<file path="src/rtl/ex_mem_stage.sv">
// ex_mem_stage: EX/MEM pipeline register with valid/ready handshake.
// Captures the add/sub ALU result, flags and control for one instruction.
// A signed overflow on a trapping op suppresses the instruction, parks the
// stage in TRAP and holds exc_req with the faulting PC in epc until exc_ack.
// Optional feature macro: EX_MEM_OVCNT_EN adds a saturating 16-bit
// overflow-trap counter on output ov_count.
module ex_mem_stage #(
    parameter int WIDTH = 32,
    parameter int RA_W  = 5
) (
`ifdef EX_MEM_OVCNT_EN
    output logic [15:0]      ov_count,
`endif
    input  logic             clk,
    input  logic             reset,
    input  logic             in_valid,
    output logic             in_ready,
    input  logic             flush,
    input  logic [WIDTH-1:0] alu_s,
    input  logic             alu_z,
    input  logic             alu_v,
    input  logic             alu_n,
    input  logic             ov_trap_en,
    input  logic [WIDTH-1:0] in_pc,
    input  logic [RA_W-1:0]  in_rd,
    input  logic             in_reg_wr,
    input  logic             in_mem_rd,
    input  logic             in_mem_wr,
    input  logic [WIDTH-1:0] in_wdata,
    output logic             out_valid,
    input  logic             out_ready,
    output logic [WIDTH-1:0] out_s,
    output logic [WIDTH-1:0] out_pc,
    output logic [WIDTH-1:0] out_wdata,
    output logic             out_z,
    output logic             out_v,
    output logic             out_n,
    output logic [RA_W-1:0]  out_rd,
    output logic             out_reg_wr,
    output logic             out_mem_rd,
    output logic             out_mem_wr,
    output logic             exc_req,
    input  logic             exc_ack,
    output logic [WIDTH-1:0] epc
);

    typedef enum logic [1:0] {EMPTY, FULL, TRAP} state_t;

    state_t state_reg;
    state_t state_next;
    logic   accept;
    logic   trap;
    logic   load;

    // Handshake decode: ready is purely a function of state and downstream ready.
    assign in_ready  = (state_reg == EMPTY) | ((state_reg == FULL) & out_ready);
    assign accept    = in_valid & in_ready & ~flush;
    assign trap      = accept & alu_v & ov_trap_en;
    assign load      = accept & ~trap;
    assign out_valid = (state_reg == FULL);
    assign exc_req   = (state_reg == TRAP);

    // State register; reset wins over every other input, including TRAP.
    always_ff @(posedge clk) begin
        if (reset) begin
            state_reg <= EMPTY;
        end else begin
            state_reg <= state_next;
        end
    end

    // Next-state logic. In FULL, accept can only be true when out_ready is high.
    always_comb begin
        state_next = state_reg;
        case (state_reg)
            EMPTY: begin
                if (trap) begin
                    state_next = TRAP;
                end else if (accept) begin
                    state_next = FULL;
                end
            end
            FULL: begin
                if (out_ready) begin
                    if (trap) begin
                        state_next = TRAP;
                    end else if (accept) begin
                        state_next = FULL;
                    end else begin
                        state_next = EMPTY;
                    end
                end
            end
            TRAP: begin
                if (exc_ack) begin
                    state_next = EMPTY;
                end
            end
            default: state_next = EMPTY;
        endcase
    end

    // Payload and EPC capture; a trapping instruction never reaches out_*.
    always_ff @(posedge clk) begin
        if (reset) begin
            out_s      <= '0;
            out_pc     <= '0;
            out_wdata  <= '0;
            out_z      <= 1'b0;
            out_v      <= 1'b0;
            out_n      <= 1'b0;
            out_rd     <= '0;
            out_reg_wr <= 1'b0;
            out_mem_rd <= 1'b0;
            out_mem_wr <= 1'b0;
            epc        <= '0;
        end else begin
            if (load) begin
                out_s      <= alu_s;
                out_pc     <= in_pc;
                out_wdata  <= in_wdata;
                out_z      <= alu_z;
                out_v      <= alu_v;
                out_n      <= alu_n;
                out_rd     <= in_rd;
                out_reg_wr <= in_reg_wr;
                out_mem_rd <= in_mem_rd;
                out_mem_wr <= in_mem_wr;
            end
            if (trap) begin
                epc <= in_pc;
            end
        end
    end

`ifdef EX_MEM_OVCNT_EN
    // Saturating count of taken overflow traps (flushed ones never trap).
    always_ff @(posedge clk) begin
        if (reset) begin
            ov_count <= 16'h0000;
        end else if (trap && (ov_count != 16'hFFFF)) begin
            ov_count <= ov_count + 16'h0001;
        end
    end
`endif

endmodule

</file>
<file path="config.mk">
export PLATFORM = sky130hd
export DESIGN_NAME = ex_mem_stage
export DESIGN_NICKNAME = d
export VERILOG_FILES = /design/src/rtl/ex_mem_stage.sv
export SDC_FILE = /design/constraint.sdc
export NUM_CORES = 1
export LEC_CHECK = 0
export ABC_AREA = 0
export BUFFER_PORTS_ARGS = -buffer_cell sky130_fd_sc_hd__buf_2
export CORE_MARGIN = 1.5
export CORE_UTILIZATION = 30
export DETAILED_ROUTE_END_ITERATION = 6
export PLACE_DENSITY = 0.63
export SLEW_MARGIN = 15
export SYNTH_ARGS = -nofsm -noshare
export SYNTH_HDL_FRONTEND = slang
export SYNTH_SLANG_ARGS = --single-unit
</file>
<file path="constraint.sdc">
create_clock -name clk -period 1.9 [get_ports clk]
set_input_delay 0.19 -clock clk [delete_from_list [all_inputs] [get_ports clk]]
set_output_delay 0.19 -clock clk [all_outputs]
set_load 0.01 [all_outputs]
</file>
==> results of run 1 <==
logic make-up (layout without fill, tap and decap cells):
kind of cell,Yosys count,count (layout)
simple gates,256,256
flops,141,141
mux,138,138
buf+inv,44,305
compound gates,3,3
other cells,0,1
area by class of cell:
type / count / area, µm²
clock inverter: 14 / 133
multi-input combinational: 397 / 3020
fill: 1965 / 11400
tap: 265 / 332
sequential: 141 / 2820
antenna: 1 / 2.50
clock buffer: 18 / 429
inverter: 1 / 3.75
timing repair buffer: 272 / 1480
stage by stage:
stage                     hold slack (ps)   util  total power, mW  instance area, µm²  std cells
final                                26.7  0.419             7.14                8230       1109
after global routing                 16.3  0.419             7.47                8230       1109
after CTS                            5.78  0.418             7.27                8220       1108
after detailed placement              457  0.390             4.01                7660       1076
after global placement                453  0.390             4.00                7660       1076
after floorplan                       345      -             3.66                6070        582
cell usage in the layout, fill, tap and decap left out, drive strengths merged:
cell,count
buf,272
nand2b,246
dfxtp,141
mux2i,138
clkbuf,18
inv,7
clkinv,7
nor2b,4
or4,2
diode,1
nor2,1
nand2,1
nor4b,1
o21ba,1
a21oi,1
nor4,1
a211oi,1
bufinv,1
worst max-delay path, delay by kind of cell (launching register included):
kind          cells  cell delay [ps]
flops             1              320
simple gates      2              940
mux               1              200
routing by layer:
| metal | routed length [µm] | track usage | up-vias |
|---|---|---|---|
| met5 | 12 | 0 | - |
| met1 | 6660 | 0.169 | 2060 |
| met2 | 6980 | 0.234 | 152 |
| met3 | 1070 | 0.0509 | 17 |
| met4 | 297 | 0.0561 | 2 |
| li1 | - | - | 2386 |
power breakdown:
group | internal [mW] | switching [mW]
combinational | 0.415 | 0.375
clock | 1.83 | 1.38
sequential | 3.08 | 0.0597
worst paths after layout:
path,slack [ps],to,cells past startpoint,from
setup / recovery,270,epc[3]$_SDFFE_PP0P_,3,state_reg[0]$_SDFFE_PP0P_
hold / removal,30,out_s[15]$_SDFFE_PP0P_,3,alu_s[15]
hold reg to reg,470,out_s[2]$_SDFFE_PP0P_,2,out_s[2]$_SDFFE_PP0P_
setup reg to reg,270,epc[3]$_SDFFE_PP0P_,3,state_reg[0]$_SDFFE_PP0P_
==> results.toml, run 1 <==
[floorplanning]
rows = 51
start_util = 0.309
ioPinCount = 256
coreArea_um2 = 19700
dieHeight_um = 145
die_w_um = 145
die-area_um2 = 21100

[setup_path]
worstPathMaxFanout = 33
cp_cell_sequence = "nor2b_4, or4_4, mux2i_1"
arrival_ps = 1910
slowest_stage = "or4_4"
startpoint_type = "flip-flop"
required_ps = 2170
crit_path_max_incr_delay_ps = 800
cp-end-kind = "flip-flop"
path_class = "flip-flop to flip-flop"

[power]
power_density_nw_per_um2 = 868
peakVddDrop_mv = 0.554
power.leakage_nw = 3.88

[job]
maxCapViolCount = 0

[grt]
gr-total-overflow = 0
grt_use_total = 0.143
antenna_found_initial = 2
grt_pass1_wl_mm = 24.2
grt_max_degree = 59
grt_pass1_vias = 4685

[clock_tree]
cts_setup_buffers = 0
cts_tree = "done"
cts_htree_levels = 4
cts_sinks = 141
clkLatencyLatePin_ps = 410
cts_buffer_depth = 2
cts_resized = 0
cts_inserted_buffers = 17
cts.clk_slew.worst_paths_ps = 70
ctsHoldBuffers = 0
clockRootBuffer = "clkbuf_16"

[logic_synthesis]
synth-simple-area-share = 0.266
synth_top_area_cell = "dfxtp_1"
ys_types = 19
synth_nets = 696
synth-compound-area-share = 0.00371
synth_edf_count = 0
muxShareOfSynthArea = 0.228
yosysMostFrequentCell = "nand2b_1"
netlist_instances = 582
yosysTopAreaCellShare = 0.465
synth-adder-area-share = 0
async_reset_ff_frac = 0
synthXorXnorAreaFrac = 0
syn_area_um2 = 6070
ys.flop_type = "dfxtp_1"
yosysSeqAreaShare = 0.465
synthTopCellsByCount = "nand2b_1 (246), dfxtp_1 (141), mux2i_1 (138)"
synth_top_family_by_area = "simple AND/OR/NAND/NOR gates"
synth.avg_cell_area_um2 = 10.4
synth_warnings = 0
synth-seq-cells = 141
synth_area_leaders = "dfxtp_1 (46%), nand2b_1 (25%), mux2i_1 (23%)"

[routing]
route.detailed.drc = 0
drtAntennaViolNets = 0
avgRoutedWirePerCell_um = 13.5
dr.pass1.iters = 4
vias_per_cell = 4.16
vias = 4617
drt-total-wl_mm = 15.0
first_iter_violations = 125

[placement]
globalplace.congestion = 0.740
dp_hpwl_mm = 11.0
port_buffers = 255
pre_cts_ws_ps = 251

[timing]
hold_viol = 0
setup_viol = 0
max_freq_mhz = 612
fin_setup_tns_ps = 0
rsz0062_at_grt = "no"
worst_slack_ps = 267
fin_crit_ps = 1630
slew_viol_final = 0
fin_crit_sh = 0.860
skew_ps = 6.54
tightest_slew_ps = 615
slew_headroom = 0.590

[run_status]
status = "finished, final reports clean"

[cells_and_area]
syn_to_final_growth_pct = 35.5
final_nets = 944
drive_above_1_share = 0.363

[hold_path]
hold_class = "primary input to flip-flop"
Note: power is estimated with default switching activity, not from simulation.
==> inputs of run 2 (changes only) <==
CORE_UTILIZATION = 48   (was 30)
HOLD_SLACK_MARGIN = 0.02   (was unset)
PLACE_DENSITY = 0.89   (was 0.63)
clock period = 1.8 ns   (was 1.9 ns; I/O delays follow)
==> results.toml, run 2 (synthesis results as in run 1) <==
[timing]
fin_crit_ps = 1660
hold_ws_ps = 39.0
setup_viol = 0
fin_crit_sh = 0.924
slew_headroom = 0.590
tightest_slew_ps = 615
rsz0062_at_grt = "no"
max_freq_mhz = 601
skew_ps = 4.32
hold_viol = 0
fin_setup_tns_ps = 0
slew_viol_final = 0

[clock_tree]
cts_tree = "done"
cts_setup_buffers = 0
cts_buffer_depth = 2
clockRootBuffer = "clkbuf_16"
cts_sinks = 141
cts_inserted_buffers = 17
clkLatencyLatePin_ps = 400
cts_htree_levels = 4
cts.clk_slew.worst_paths_ps = 60

[cells_and_area]
syn_to_final_growth_pct = 37.1
most-common-layout-cells = "buf_2 (254), nand2b_1 (246), dfxtp_1 (141), mux2i_1 (138), dlygate4sd3_1 (23)"
final_common_cell = "buf_2"
final_nets = 959
drive_above_1_share = 0.344
fillers = 949
num_antenna_cells = 0

[setup_path]
path_class = "flip-flop to flip-flop"
crit_path_max_incr_delay_ps = 790
required_ps = 2060
regToRegStartpoint = "state_reg[0]$_SDFFE_PP0P_"
slowest_stage = "or4_4"
cp-end-kind = "flip-flop"
startpoint_type = "flip-flop"
r2r_end = "epc[16]$_SDFFE_PP0P_"
cp_cell_sequence = "nor2b_4, or4_4, mux2i_1"
critical_path_buf_inv_count = 0
reg2regPathDepth = 3
worstPathMaxFanout = 33
arrival_ps = 1920
cp_top_family = "simple AND/OR/NAND/NOR gates"
r2r_slack_ps = 140

[floorplanning]
dieHeight_um = 115
ioPinCount = 256
start_util = 0.499
rows = 40
die-area_um2 = 13300
coreArea_um2 = 12200
die_w_um = 115

[grt]
grt_use_total = 0.207
grt_pass1_wl_mm = 21.6
grt_pass1_vias = 4709
gr-total-overflow = 0
grt_max_degree = 105
antenna_found_initial = 0

[routing]
avgRoutedWirePerCell_um = 13.8
drt-total-wl_mm = 14.2
vias_per_cell = 4.68
drtAntennaViolNets = 0
first_iter_violations = 180
route.detailed.drc = 0
dr.pass1.iters = 4
vias = 4795

[hold_path]
hp-start = "alu_s[16]"
hold-path-endpoint = "out_s[16]$_SDFFE_PP0P_"
hold_depth = 3
hold_class = "primary input to flip-flop"

[job]
maxCapViolCount = 0

[power]
power_density_nw_per_um2 = 948
peakVddDrop_mv = 0.583
power.leakage_nw = 3.96
p_total_mw = 7.89

[placement]
globalplace.congestion = 0.757
dp_hpwl_mm = 9.63
port_buffers = 255

[run_status]
status = "finished, final reports clean"
==> run 2: cell count changes in the layout (fill, tap and decap cells not counted), sizes merged <==
| cell | delta |
|---|---|
| clkinv | -5 |
| diode | -1 |
| buf | -8 |
| inv | -6 |
| clkbuf | +7 |
| bufinv | +3 |
| dlygate4sd3 | +23 |
==> run 2: final cells by class <==
| type | instances | area [µm²] | area share |
|---|---|---|---|
| clock buffer | 25 | 505 | 0.0607 |
| clock inverter | 6 | 130 | 0.0156 |
| inverter | 1 | 3.75 | 0.000451 |
| multi-input combinational | 397 | 3020 | 0.363 |
| sequential | 141 | 2820 | 0.339 |
| tap | 168 | 210 | 0.0253 |
| timing repair buffer | 287 | 1630 | 0.195 |
==> run 2: what timing repair did <==
action	CTS	global route
gates resized for setup	0	0
hold buffers	23	0
endpoints found under the hold margin	23	0
==> run 2: stage by stage <==
step / cells / instance area [µm²] / utilization / worst slack [ps]
floorplan: 582 / 6070 / - / 355
global placement: 971 / 7460 / 0.613 / 193
detailed placement: 971 / 7460 / 0.613 / 155
CTS: 1025 / 8320 / 0.684 / 145
global route: 1025 / 8320 / 0.684 / 54.9
finish: 1025 / 8320 / 0.684 / 137
==> run 2: how the worst max path moves through the flow <==
| stage | startpoint | end | slack [ps] | cells past startpoint |
|---|---|---|---|---|
| after floorplan | state_reg[0]$_SDFFE_PP0P_ | out_pc[14]$_SDFFE_PP0P_ | 350 | 6 |
| after global placement | state_reg[0]$_SDFFE_PP0P_ | epc[10]$_SDFFE_PP0P_ | 190 | 3 |
| after detailed placement | state_reg[0]$_SDFFE_PP0P_ | epc[16]$_SDFFE_PP0P_ | 160 | 3 |
| after CTS | state_reg[0]$_SDFFE_PP0P_ | epc[16]$_SDFFE_PP0P_ | 140 | 3 |
| after global routing | state_reg[0]$_SDFFE_PP0P_ | out_pc[28]$_SDFFE_PP0P_ | 50 | 5 |
| final | state_reg[0]$_SDFFE_PP0P_ | epc[16]$_SDFFE_PP0P_ | 140 | 3 |
==> run 2: metal layers <==
metal  track usage  vias up  wire (µm)
met5             0        -          0
met4        0.0979        0        336
met3        0.0785       26       1110
met2         0.362      166       6970
met1         0.222     2192       5750
li1              -     2411          -
==> run 2: power breakdown <==
group | total (mW) | internal [mW] | switching (mW)
sequential | 3.32 | 3.25 | 0.0665
combinational | 0.850 | 0.455 | 0.395
clock | 3.72 | 2.49 | 1.22
==> run 2: worst reg2reg max path: cells and delay by family (launching register included) <==
kind / cells / cell delay [ps]
mux: 1 / 260
flops: 1 / 330
simple gates: 2 / 950
==> inputs of run 3 (changes only) <==
clock period = 1.9 ns   (was 1.8 ns; I/O delays follow)
==> results.toml, run 3 (synthesis results as in run 1) <==
[run_status]
status = "finished, final reports clean"

[floorplanning]
dieHeight_um = 115
start_util = 0.499
ioPinCount = 256
coreArea_um2 = 12200
die-area_um2 = 13300
rows = 40
die_w_um = 115

[timing]
max_freq_mhz = 595
tightest_slew_ps = 632
fin_setup_tns_ps = 0
fin_crit_ps = 1680
skew_ps = 7.03
slew_viol_final = 0
hold_ws_ps = 39.4
slew_headroom = 0.579
rsz0062_at_grt = "no"
fin_crit_sh = 0.884
setup_viol = 0
hold_viol = 0
worst_slack_ps = 220

[grt]
grt_pass1_wl_mm = 21.5
grt_max_degree = 119
grt_pass1_vias = 4549
antenna_found_initial = 0
gr-total-overflow = 0
grt_use_total = 0.208

[clock_tree]
clockRootBuffer = "clkbuf_16"
cts_htree_levels = 4
clkLatencyLatePin_ps = 410
cts_setup_buffers = 0
cts_tree = "done"
cts.clk_slew.worst_paths_ps = 60
cts_sinks = 141
cts_inserted_buffers = 17
cts_buffer_depth = 2

[setup_path]
startpoint_type = "flip-flop"
worstPathMaxFanout = 23
arrival_ps = 2010
path_class = "flip-flop to flip-flop"
cp-end-kind = "flip-flop"
cp_cell_sequence = "nor2b_4, nor4b_2, buf_4, buf_12, mux2i_1"
crit_path_max_incr_delay_ps = 430
cp_top_family = "simple AND/OR/NAND/NOR gates"
r2r_slack_ps = 220
required_ps = 2230
slowest_stage = "nor4b_2"
critical_path_buf_inv_count = 2

[cells_and_area]
final_nets = 953
syn_to_final_growth_pct = 35.7
most-common-layout-cells = "buf_2 (254), nand2b_1 (246), dfxtp_1 (141), mux2i_1 (138)"
final_common_cell = "buf_2"
num_antenna_cells = 0
drive_above_1_share = 0.350

[placement]
globalplace.congestion = 0.790
pre_cts_ws_ps = 216
port_buffers = 255
dp_hpwl_mm = 9.35

[routing]
first_iter_violations = 183
avgRoutedWirePerCell_um = 13.9
vias = 4793
vias_per_cell = 4.70
route.detailed.drc = 0
dr.pass1.iters = 4
drtAntennaViolNets = 0
drt-total-wl_mm = 14.1

[power]
peakVddDrop_mv = 0.686
power.leakage_nw = 3.92
power_density_nw_per_um2 = 885

[job]
maxCapViolCount = 0

[hold_path]
hold_class = "primary input to flip-flop"
-- run 3: worst min-delay path, cell delays in order --
cell and delay, ps:
buf_2 100, nand2b_1 50, mux2i_1 60
-- run 3: worst paths after layout --
check / start / depth (start not counted) / to
worst min register to register: out_v$_SDFFE_PP0P_ / 2 / out_v$_SDFFE_PP0P_
worst max register to register: state_reg[0]$_SDFFE_PP0P_ / 5 / out_rd[3]$_SDFFE_PP0P_
worst max-delay path: state_reg[0]$_SDFFE_PP0P_ / 5 / out_rd[3]$_SDFFE_PP0P_
worst min-delay path: in_wdata[21] / 3 / out_wdata[21]$_SDFFE_PP0P_
-- run 3: layer usage --
layer / vias up / GRT usage / part of all wire
met2: 182 / 0.348 / 0.48
li1: 2396 / - / -
met3: 31 / 0.0795 / 0.080
met1: 2184 / 0.231 / 0.42
met4: 0 / 0.108 / 0.024
met5: - / 0 / 0
-- run 3: power by group --
| group | total (mW) | switching, mW | leakage, nW | internal [mW] |
|---|---|---|---|---|
| Sequential | 3.15 | 0.0629 | 1.15 | 3.08 |
| Clock | 3.34 | 1.22 | 0.298 | 2.11 |
| Combinational | 0.804 | 0.378 | 2.48 | 0.426 |
| Total | 7.29 | 1.66 | 3.92 | 5.62 |
-- run 3: layout make-up --
type / count / area, µm²
multi-input cells: 397 / 3020
repair buffers: 281 / 1580
fillers: 936 / 3930
inverters: 1 / 3.75
flip-flops and latches: 141 / 2820
clock inverters: 12 / 145
well taps: 168 / 210
clock buffers: 19 / 453
-- run 3: what timing repair did --
action                                 CTS  global route
gates resized for setup                  0             0
endpoints found under the hold margin   16             1
hold buffers                            16             1
-- run 3: per-stage QoR --
stage               total power [mW]  std cells  cell area [µm²]  utilization
detailed placement              3.98        971             7470        0.614
global placement                3.96        971             7470        0.614
CTS                             7.35       1018             8230        0.676
floorplan                       3.66        582             6070            -
global route                    7.58       1019             8240        0.677
finish                          7.29       1019             8240        0.677
